### src/rtl/spi_cmd_decoder_pkg.sv
// Shared definitions for the SPI command decoder: FSM encoding, command
// byte field positions and shadow register geometry.
package spi_cfg_pkg;

    typedef enum logic [1:0] {
        ST_IDLE = 2'd0,
        ST_CMD  = 2'd1,
        ST_DATA = 2'd2,
        ST_SKIP = 2'd3
    } state_t;

    localparam logic [7:0] CMD_TEST     = 8'h8F;
    localparam int         NUM_CFG_REGS = 4;
    localparam int         WR_BIT       = 7;
    localparam int         RD_BIT       = 0;
    localparam int         ADDR_MSB     = 6;
    localparam int         ADDR_LSB     = 5;

endpackage

### src/rtl/spi_cmd_decoder_if.sv
// Byte stream from the SPI peripheral, vblank strobe, and decoder outputs.
// byte_valid is a one-cycle pulse with no backpressure; the decoder must
// accept every pulse, so there is no ready signal.
interface spi_cmd_decoder_if #(parameter int CNT_W = 8);
    import spi_cfg_pkg::*;

    logic             ss_n;
    logic [7:0]       byte_data;
    logic             byte_valid;
    logic             vblank;
    logic [31:0]      config_data;
    logic [31:0]      readback_data;
    logic             commit;
    logic             pending;
    logic             busy;
    logic [CNT_W-1:0] write_count;
    state_t           state;

    modport master (
        output ss_n, byte_data, byte_valid, vblank,
        input  config_data, readback_data, commit, pending, busy, write_count, state
    );

    modport slave (
        input  ss_n, byte_data, byte_valid, vblank,
        output config_data, readback_data, commit, pending, busy, write_count, state
    );

endinterface

### src/rtl/spi_cmd_decoder_sync_edge_detect.sv
// Two-flop synchroniser with rise/fall pulse outputs. Flops reset high so
// an idle (deselected) slave-select produces no edge out of reset.
module sync_edge_detect (
    input  logic clk,
    input  logic rst,
    input  logic async_in,
    output logic rise,
    output logic fall
);

    logic meta_q;
    logic sync_q;
    logic prev_q;

    always_ff @(posedge clk or posedge rst) begin
        if (rst) begin
            meta_q <= 1'b1;
            sync_q <= 1'b1;
            prev_q <= 1'b1;
        end else begin
            meta_q <= async_in;
            sync_q <= meta_q;
            prev_q <= sync_q;
        end
    end

    assign rise = sync_q & ~prev_q;
    assign fall = ~sync_q & prev_q;

endmodule

### src/rtl/spi_cmd_decoder.sv
// Decodes SPI command frames into burst writes of four shadow registers and
// copies them atomically into the active configuration on vertical blank.
module spi_cmd_decoder
    import spi_cfg_pkg::*;
#(
    parameter logic [31:0] RESET_VALUE = 32'h0000_0000,
    parameter int          CNT_W       = 8
) (
    input logic               clk,
    input logic               rst,
    spi_cmd_decoder_if.slave  bus
);

    state_t                      state_q, state_d;
    logic                        frame_start, frame_end;
    logic                        cmd_is_write;
    logic                        do_write, do_commit, frame_done;
    logic [1:0]                  addr_q;
    logic [NUM_CFG_REGS*8-1:0]   shadow_q;
    logic [NUM_CFG_REGS*8-1:0]   active_q;
    logic                        dirty_q, pending_q, commit_q;
    logic [CNT_W-1:0]            count_q;

    sync_edge_detect u_ss_sync (
        .clk      (clk),
        .rst      (rst),
        .async_in (bus.ss_n),
        .rise     (frame_end),
        .fall     (frame_start)
    );

    assign cmd_is_write = bus.byte_data[WR_BIT] & ~bus.byte_data[RD_BIT];

    always_ff @(posedge clk or posedge rst) begin
        if (rst) state_q <= ST_IDLE;
        else     state_q <= state_d;
    end

    always_comb begin
        state_d = state_q;
        case (state_q)
            ST_IDLE: if (frame_start)    state_d = ST_CMD;
            ST_CMD:  if (bus.byte_valid) state_d = cmd_is_write ? ST_DATA : ST_SKIP;
            default: state_d = state_q;
        endcase
        // The byte in a frame_end cycle is still consumed by the datapath.
        if (frame_end && state_q != ST_IDLE) state_d = ST_IDLE;
    end

    always_comb begin
        do_write   = (state_q == ST_DATA) && bus.byte_valid;
        frame_done = frame_end && (state_q != ST_IDLE);
        do_commit  = bus.vblank && pending_q && (state_q == ST_IDLE) && !frame_end;
    end

    always_ff @(posedge clk or posedge rst) begin
        if (rst) begin
            addr_q    <= 2'd0;
            shadow_q  <= RESET_VALUE;
            active_q  <= RESET_VALUE;
            dirty_q   <= 1'b0;
            pending_q <= 1'b0;
            commit_q  <= 1'b0;
            count_q   <= '0;
        end else begin
            commit_q <= do_commit;
            if (state_q == ST_CMD && bus.byte_valid && cmd_is_write)
                addr_q <= bus.byte_data[ADDR_MSB:ADDR_LSB];
            if (do_write) begin
                shadow_q[{addr_q, 3'b000} +: 8] <= bus.byte_data;
                addr_q <= addr_q + 2'd1;
                if (count_q != '1) count_q <= count_q + 1'b1;
            end
            // A write landing on the frame_end cycle still marks the update complete.
            if (frame_done) begin
                pending_q <= pending_q | dirty_q | do_write;
                dirty_q   <= 1'b0;
            end else if (do_write) begin
                dirty_q <= 1'b1;
            end
            if (do_commit) begin
                active_q  <= shadow_q;
                pending_q <= 1'b0;
            end
        end
    end

    assign bus.config_data   = active_q;
    assign bus.readback_data = shadow_q;
    assign bus.commit        = commit_q;
    assign bus.pending       = pending_q;
    assign bus.busy          = (state_q != ST_IDLE);
    assign bus.write_count   = count_q;
    assign bus.state         = state_q;

endmodule

### src/flat_wrapper.sv
// flat-port wrapper written by rule: the top's interface ports become plain ports
module spi_cmd_decoder_flat import spi_cfg_pkg::*;
#(
    parameter logic [31:0] RESET_VALUE = 32'h0000_0000,
    parameter int          CNT_W       = 8
)
  (clk, rst, bus_ss_n, bus_byte_data, bus_byte_valid, bus_vblank, bus_config_data, bus_readback_data, bus_commit, bus_pending, bus_busy, bus_write_count, bus_state);
  spi_cmd_decoder_if #(.CNT_W(CNT_W)) bus_i ();
  input logic clk;
  input logic rst;
  input wire logic [$bits(bus_i.ss_n)-1:0] bus_ss_n;
  input wire logic [$bits(bus_i.byte_data)-1:0] bus_byte_data;
  input wire logic [$bits(bus_i.byte_valid)-1:0] bus_byte_valid;
  input wire logic [$bits(bus_i.vblank)-1:0] bus_vblank;
  output wire logic [$bits(bus_i.config_data)-1:0] bus_config_data;
  output wire logic [$bits(bus_i.readback_data)-1:0] bus_readback_data;
  output wire logic [$bits(bus_i.commit)-1:0] bus_commit;
  output wire logic [$bits(bus_i.pending)-1:0] bus_pending;
  output wire logic [$bits(bus_i.busy)-1:0] bus_busy;
  output wire logic [$bits(bus_i.write_count)-1:0] bus_write_count;
  output wire logic [$bits(bus_i.state)-1:0] bus_state;
  assign bus_i.ss_n = bus_ss_n;
  assign bus_i.byte_data = bus_byte_data;
  assign bus_i.byte_valid = bus_byte_valid;
  assign bus_i.vblank = bus_vblank;
  assign bus_config_data = bus_i.config_data;
  assign bus_readback_data = bus_i.readback_data;
  assign bus_commit = bus_i.commit;
  assign bus_pending = bus_i.pending;
  assign bus_busy = bus_i.busy;
  assign bus_write_count = bus_i.write_count;
  assign bus_state = bus_i.state;
  spi_cmd_decoder #(.RESET_VALUE(RESET_VALUE), .CNT_W(CNT_W)) u_core (.clk(clk), .rst(rst), .bus(bus_i));
endmodule
### config.mk
export PLATFORM = sky130hd
export DESIGN_NAME = spi_cmd_decoder_flat
export DESIGN_NICKNAME = d
export VERILOG_FILES = /design/src/rtl/spi_cmd_decoder_pkg.sv /design/src/rtl/spi_cmd_decoder_if.sv /design/src/rtl/spi_cmd_decoder_sync_edge_detect.sv /design/src/rtl/spi_cmd_decoder.sv /design/src/flat_wrapper.sv
export SDC_FILE = /design/constraint.sdc
export NUM_CORES = 1
export LEC_CHECK = 0
export ABC_CLOCK_PERIOD_IN_PS = 2880
export BUFFER_PORTS_ARGS = -buffer_cell sky130_fd_sc_hd__buf_2
export CORE_UTILIZATION = 54
export CTS_BUF_LIST = sky130_fd_sc_hd__clkbuf_4
export DETAILED_ROUTE_END_ITERATION = 7
export PLACE_DENSITY_LB_ADDON = 0.05
export REMOVE_ABC_BUFFERS = 1
export SETUP_SLACK_MARGIN = 0.4
export SLEW_MARGIN = 20
export SYNTH_ARGS = -nofsm -noshare
export SYNTH_HDL_FRONTEND = slang
export SYNTH_SLANG_ARGS = --single-unit
### constraint.sdc
create_clock -name clk -period 2.88 [get_ports clk]
set_input_delay 0.144 -clock clk [delete_from_list [all_inputs] [get_ports clk]]
set_output_delay 0.144 -clock clk [all_outputs]
set_load 0.005 [all_outputs]
# == After elaboration in Yosys (flattened, before gate mapping) ==
# Index checks and enable logic that the tools add are counted.
# word_totals
word_cells,57
regBits,82
in_bits,13
output_inout_bits,77
# classes
eq_ne,5
n_addsub,3
mux,12
n_bitwise,8
shift,2
reduce_logical,16
# ops
operator,count
$bwmux W32,1
$shift A8 B7 Y32 const A,1
$shiftx A8 B7 Y32,1
$mux W2,5
$add A8 B1 Y8 const B,1
$ne A8 B8 Y1 const B,1
$reduce_bool A2 Y1,4
$logic_and A1 B1 Y1,7
$neg A5 Y7,1
$mux W1,5
$pmux W2 S2,1
$and A1 B1 Y1,3
$ne A3 B1 Y1 const B,1
$ne A3 B2 Y1 const B,1
$not A1 Y1,3
$reduce_and A3 Y1,1
$reduce_bool A3 Y1,1
$add A2 B1 Y2 const B,1
$eq A2 B1 Y1 const B,1
$eq A2 B2 Y1 const B,1
$logic_not A2 Y1,1
$or A1 B1 Y1,2
$reduce_and A2 Y1,1
$logic_not A1 Y1,1

# == Longest topological paths before layout ==
# logic_depth
ltp_word,6
depth_mapped,7
ltp_nobuf,6

# == Hierarchy ==
# Synthesis repeated with hierarchy kept, for this count alone.
# hier_totals
cells_unflattened,266
area_unflattened_um2,3443.3
# modules_own_cells
module,seq_area_each_um2,cells_per_inst,area_each_um2,n_inst
spi_cmd_decoder,1976.9,260,3345.7,1
sync_edge_detect,78.8,6,97.6,1

# == Worst setup path after synthesis ==
# Ideal clock, no wire load.
# synth_timing
path_type,register to register
start,register u_core.addr_q[0]
end,register u_core.shadow_q[10] (netlist: u_core.bus.readback_data[10])
t_required_ps,2803
slack_ps,1225
path_buffers,0
t_arrival_ps,1579
setup_ps,77
stages_incl_launch_ff,6
synth_period_minus_slack_ps,1655
path_cell_list,dfrtp_1 inv_2 ha_1 nor3b_1 nand2_1 o21ai_1
# synth_between
elab_chain_cells,3
elab_cells_between_ends,4
cone_classes,add/sub (1); shift (2); mux (1)
# synth_lines
element,line,text
"start, declared",spi_cmd_decoder.sv:18,logic [1:0] addr_q;
"start signal, assigned",spi_cmd_decoder.sv:68,addr_q <= bus.byte_data[ADDR_MSB:ADDR_LSB];
"start signal, assigned",spi_cmd_decoder.sv:71,addr_q <= addr_q + 2'd1;
$neg A5 Y7 (*),spi_cmd_decoder.sv:70,"shadow_q[{addr_q, 3'b000} +: 8] <= bus.byte_data;"
$shiftx A8 B7 Y32 or $shift A8 B7 Y32 (tied branches),spi_cmd_decoder.sv:70,
$bwmux W32 (*),spi_cmd_decoder.sv:70,
"end signal, assigned by index",spi_cmd_decoder.sv:70,
"end, declared",spi_cmd_decoder.sv:19,logic [NUM_CFG_REGS*8-1:0] shadow_q;
# Every way passes the cells marked *; elsewhere a longest branch is shown, timed or not.
# A chain may end at the register's enable or synchronous reset.

# == Final worst setup path ==
# layout_timing
start,register u_core.addr_q[0]
end,register u_core.shadow_q[4] (netlist: u_core.bus.readback_data[4])
# Same word-level chain as after synthesis.

==> results.toml <==
[sta]
hold_viol_final = 0
min_period_ns = 1.99
maxSlewViolCount = 0
fin_crit_sh = 0.690
setup_tns_ns = 0
whs_ns = 0.0115
tightest_slew_ns = 0.847
rsz0062_at_grt = "false"
finalSetupViolations = 0
max_freq_mhz = 504
slew_headroom = 0.431
fin_worst_skew_ns = 0.0135

[clock_tree]
clkSlewWorstSetupHoldPaths_ns = 0.14
htreeDepth = 3
cts_tree = "done"
cts_buffer_depth = 2
cts_root_buf = "clkbuf_4"
cts_buffers = 9
cts.sinks = 82
cts_resized = 0
cts_setup_buffers = 0
insertion_delay_ns = 0.43

[logic_synthesis]
synthTopCellsByCount = "dfrtp_1, nand2_1, mux2_1, o21ai_1, a21oi_1"
synthArstFlopShare = 1.00
synth_edf_count = 0
synthAdderAreaFrac = 0.0223
synth_xor_area_frac = 0.00781
netlist_area_mm2 = 0.00337
synth_compound_area_frac = 0.0721
yosysMostFrequentCell = "dfrtp_1"
synth_top_area_frac = 0.587
yosysSeqAreaShare = 0.611
yosysWarnings = 0
ys_ff_latch = 82
ys_top_cells_by_area = "dfrtp_1, mux2_1, nand2_1, o21ai_1, dfstp_2"
synth_top_family_by_area = "simple AND/OR/NAND/NOR gates"
post-synth-top-area-cell = "dfrtp_1"
avgSynthCellArea_um2 = 11.3
muxShareOfSynthArea = 0.120
synthFlopType = "dfrtp_1"
syn_inst = 299
synth-simple-area-share = 0.143
synth_cell_type_count = 29

[worst_setup_path]
cp-end-kind = "flop"
cp_max_fo = 8
start_kind = "flop"
critPathKind = "flop to flop"
path_buf_inv = 1
critical_path.top_delay_family = "simple AND/OR/NAND/NOR gates"
cp.required_ns = 3.25
cp.arrival_ns = 2.35
cp_slowest_cell = "nor3_1"
max_stage_delay_ns = 0.71
path_cells = "inv_2, ha_1, nor3_1, nand2_1, o21ai_1"

[drt]
postRouteAntennaNets = 0
wire_per_inst_um = 14.2
drt_iter0_drc = 110
drc = 0
vias = 2489
via_per_inst = 5.16
wl_mm = 6.85
first_pass_iters = 4

[placement]
placed_cell_area_mm2 = 0.00388
dp_cells = 457
gp_congestion = 0.730
numPortBuffers = 89
dpl.hpwl_mm = 4.63

[run]
max_cap_viol_count = 0

[global_route]
grt_usage = 0.228
gr-total-overflow = 0
antenna_found_initial = 0
grt_pass1_vias = 2313
grt_max_degree = 83
grt_pass1_wl_mm = 11.0

[final_layout]
fin_cells = 482
final_cell_area_mm2 = 0.00416
area_delta_synth_final_pct = 23.5
nets = 421
drive_gt1_frac = 0.297
fill_cells = 464
n_antenna_cell = 0

[floorplan]
num_io_pins = 90
die_area_mm2 = 0.00655
rows = 28
core-area_mm2 = 0.00596
start_util = 0.565
die_x_um = 81.0
die_y_um = 81.0

[outcome]
outcome = "complete, no violations"

[pwr]
p_leak_nw = 2.20
ir_worst_vdd_uv = 514
p_per_area_mw_per_mm2 = 842

[min_path]
hp-class = "input port to flop"
## power breakdown
| part | switching (mW) | internal (mW) | leakage [nW] |
|---|---|---|---|
| Combinational | 0.516 | 0.495 | 1.01 |
| Clock | 0.421 | 0.359 | 0.0831 |
| Sequential | 0.239 | 1.47 | 1.11 |
## tightest hold or removal path, stage by stage
cell and delay, ns:
buf_2 0.15, nand2_1 0.07, o21ai_1 0.05
## placed cells by master, fill, tap and decap left out, drive strengths merged
cell,Yosys,routed
o22ai,2,2
and3b,2,2
nor2b,2,2
nor3,3,3
nand3,2,2
clkinvlp,0,2
buf,9,92
and4,1,1
clkinv,0,2
mux2,36,36
dlygate4sd3,0,9
ha,6,6
a21oi,10,10
xnor2,3,3
clkbuf,0,9
dfrtp,79,79
nand2,77,77
nor2,9,9
and4bb,1,1
nand4,3,3
nand2b,3,3
dfstp,3,3
bufinv,0,2
nand4b,1,1
inv,9,10
nor3b,1,1
o21ai,36,36
nor4b,1,1
## final timing paths
kind | start | end | depth (start not counted) | slack (ns)
worst max register to register | u_core.addr_q[0] | u_core.bus.readback_data[4] | 5 | 0.89
worst max-delay path | u_core.addr_q[0] | u_core.bus.readback_data[4] | 5 | 0.89
worst min-delay path | bus_byte_data[5] | u_core.bus.readback_data[5] | 3 | 0.01
worst min register to register | u_core.u_ss_sync.meta_q | u_core.u_ss_sync.sync_q | 0 | 0.37
min in group asynchronous | rst | u_core.bus.readback_data[25] | 4 | 0.43
max in group asynchronous | rst | u_core.bus.readback_data[17] | 4 | 1.94
## state kept, by name (all words and copies together), names as in the netlist
signal                    count
u_core.bus.write_count        8
u_core.bus.state              2
u_core.u_ss_sync.sync_q       1
u_core.bus.commit             1
u_core.u_ss_sync.meta_q       1
u_core.addr_q                 2
u_core.bus.config_data       32
u_core.bus.pending            1
u_core.bus.readback_data     32
u_core.u_ss_sync.prev_q       1
u_core.dirty_q                1
## cell type report
class / instances / area [um^2] / area share
multi-input cells: 199 / 1240 / 0.298
inverters: 9 / 35.0 / 0.00843
clock buffers: 9 / 67.6 / 0.0163
flip-flops and latches: 82 / 2060 / 0.495
well taps: 75 / 93.8 / 0.0226
clock inverters: 7 / 101 / 0.0244
repair buffers: 101 / 562 / 0.135
## cells by family (layout without fill, tap and decap cells)
kind of cell,after synthesis,after routing
compound gates,48,48
flops,82,82
mux,36,36
buf+inv,18,126
simple gates,106,106
fa+ha+maj,6,6
xor+xnor,3,3
## metal layers
| metal | part of all wire | global-route usage | up-vias | wire [um] |
|---|---|---|---|---|
| li1 | - | - | 1211 | - |
| met1 | 0.46 | 0.302 | 1205 | 3120 |
| met2 | 0.49 | 0.369 | 62 | 3340 |
| met3 | 0.041 | 0.0472 | 11 | 280 |
| met4 | 0.016 | 0.0911 | 0 | 111 |
| met5 | 0 | 0 | - | 0 |
## repair_timing
item	in CTS	in global routing
setup endpoints to repair	0	0
endpoints found under the hold margin	21	79
hold buffers	8	1
## stage by stage
| stage | power (mW) | utilization | worst slack (ns) |
|---|---|---|---|
| 2_1_floorplan | 2.25 | - | 0.633 |
| 3_3_place_gp | 2.70 | 0.652 | 0.557 |
| 3_5_place_dp | 2.75 | 0.652 | 0.499 |
| 4_1_cts | 3.53 | 0.694 | 0.489 |
| 5_1_grt | 3.77 | 0.698 | 0.711 |
| 6_report | 3.50 | 0.698 | 0.894 |
(Power assumes the default switching activity.)
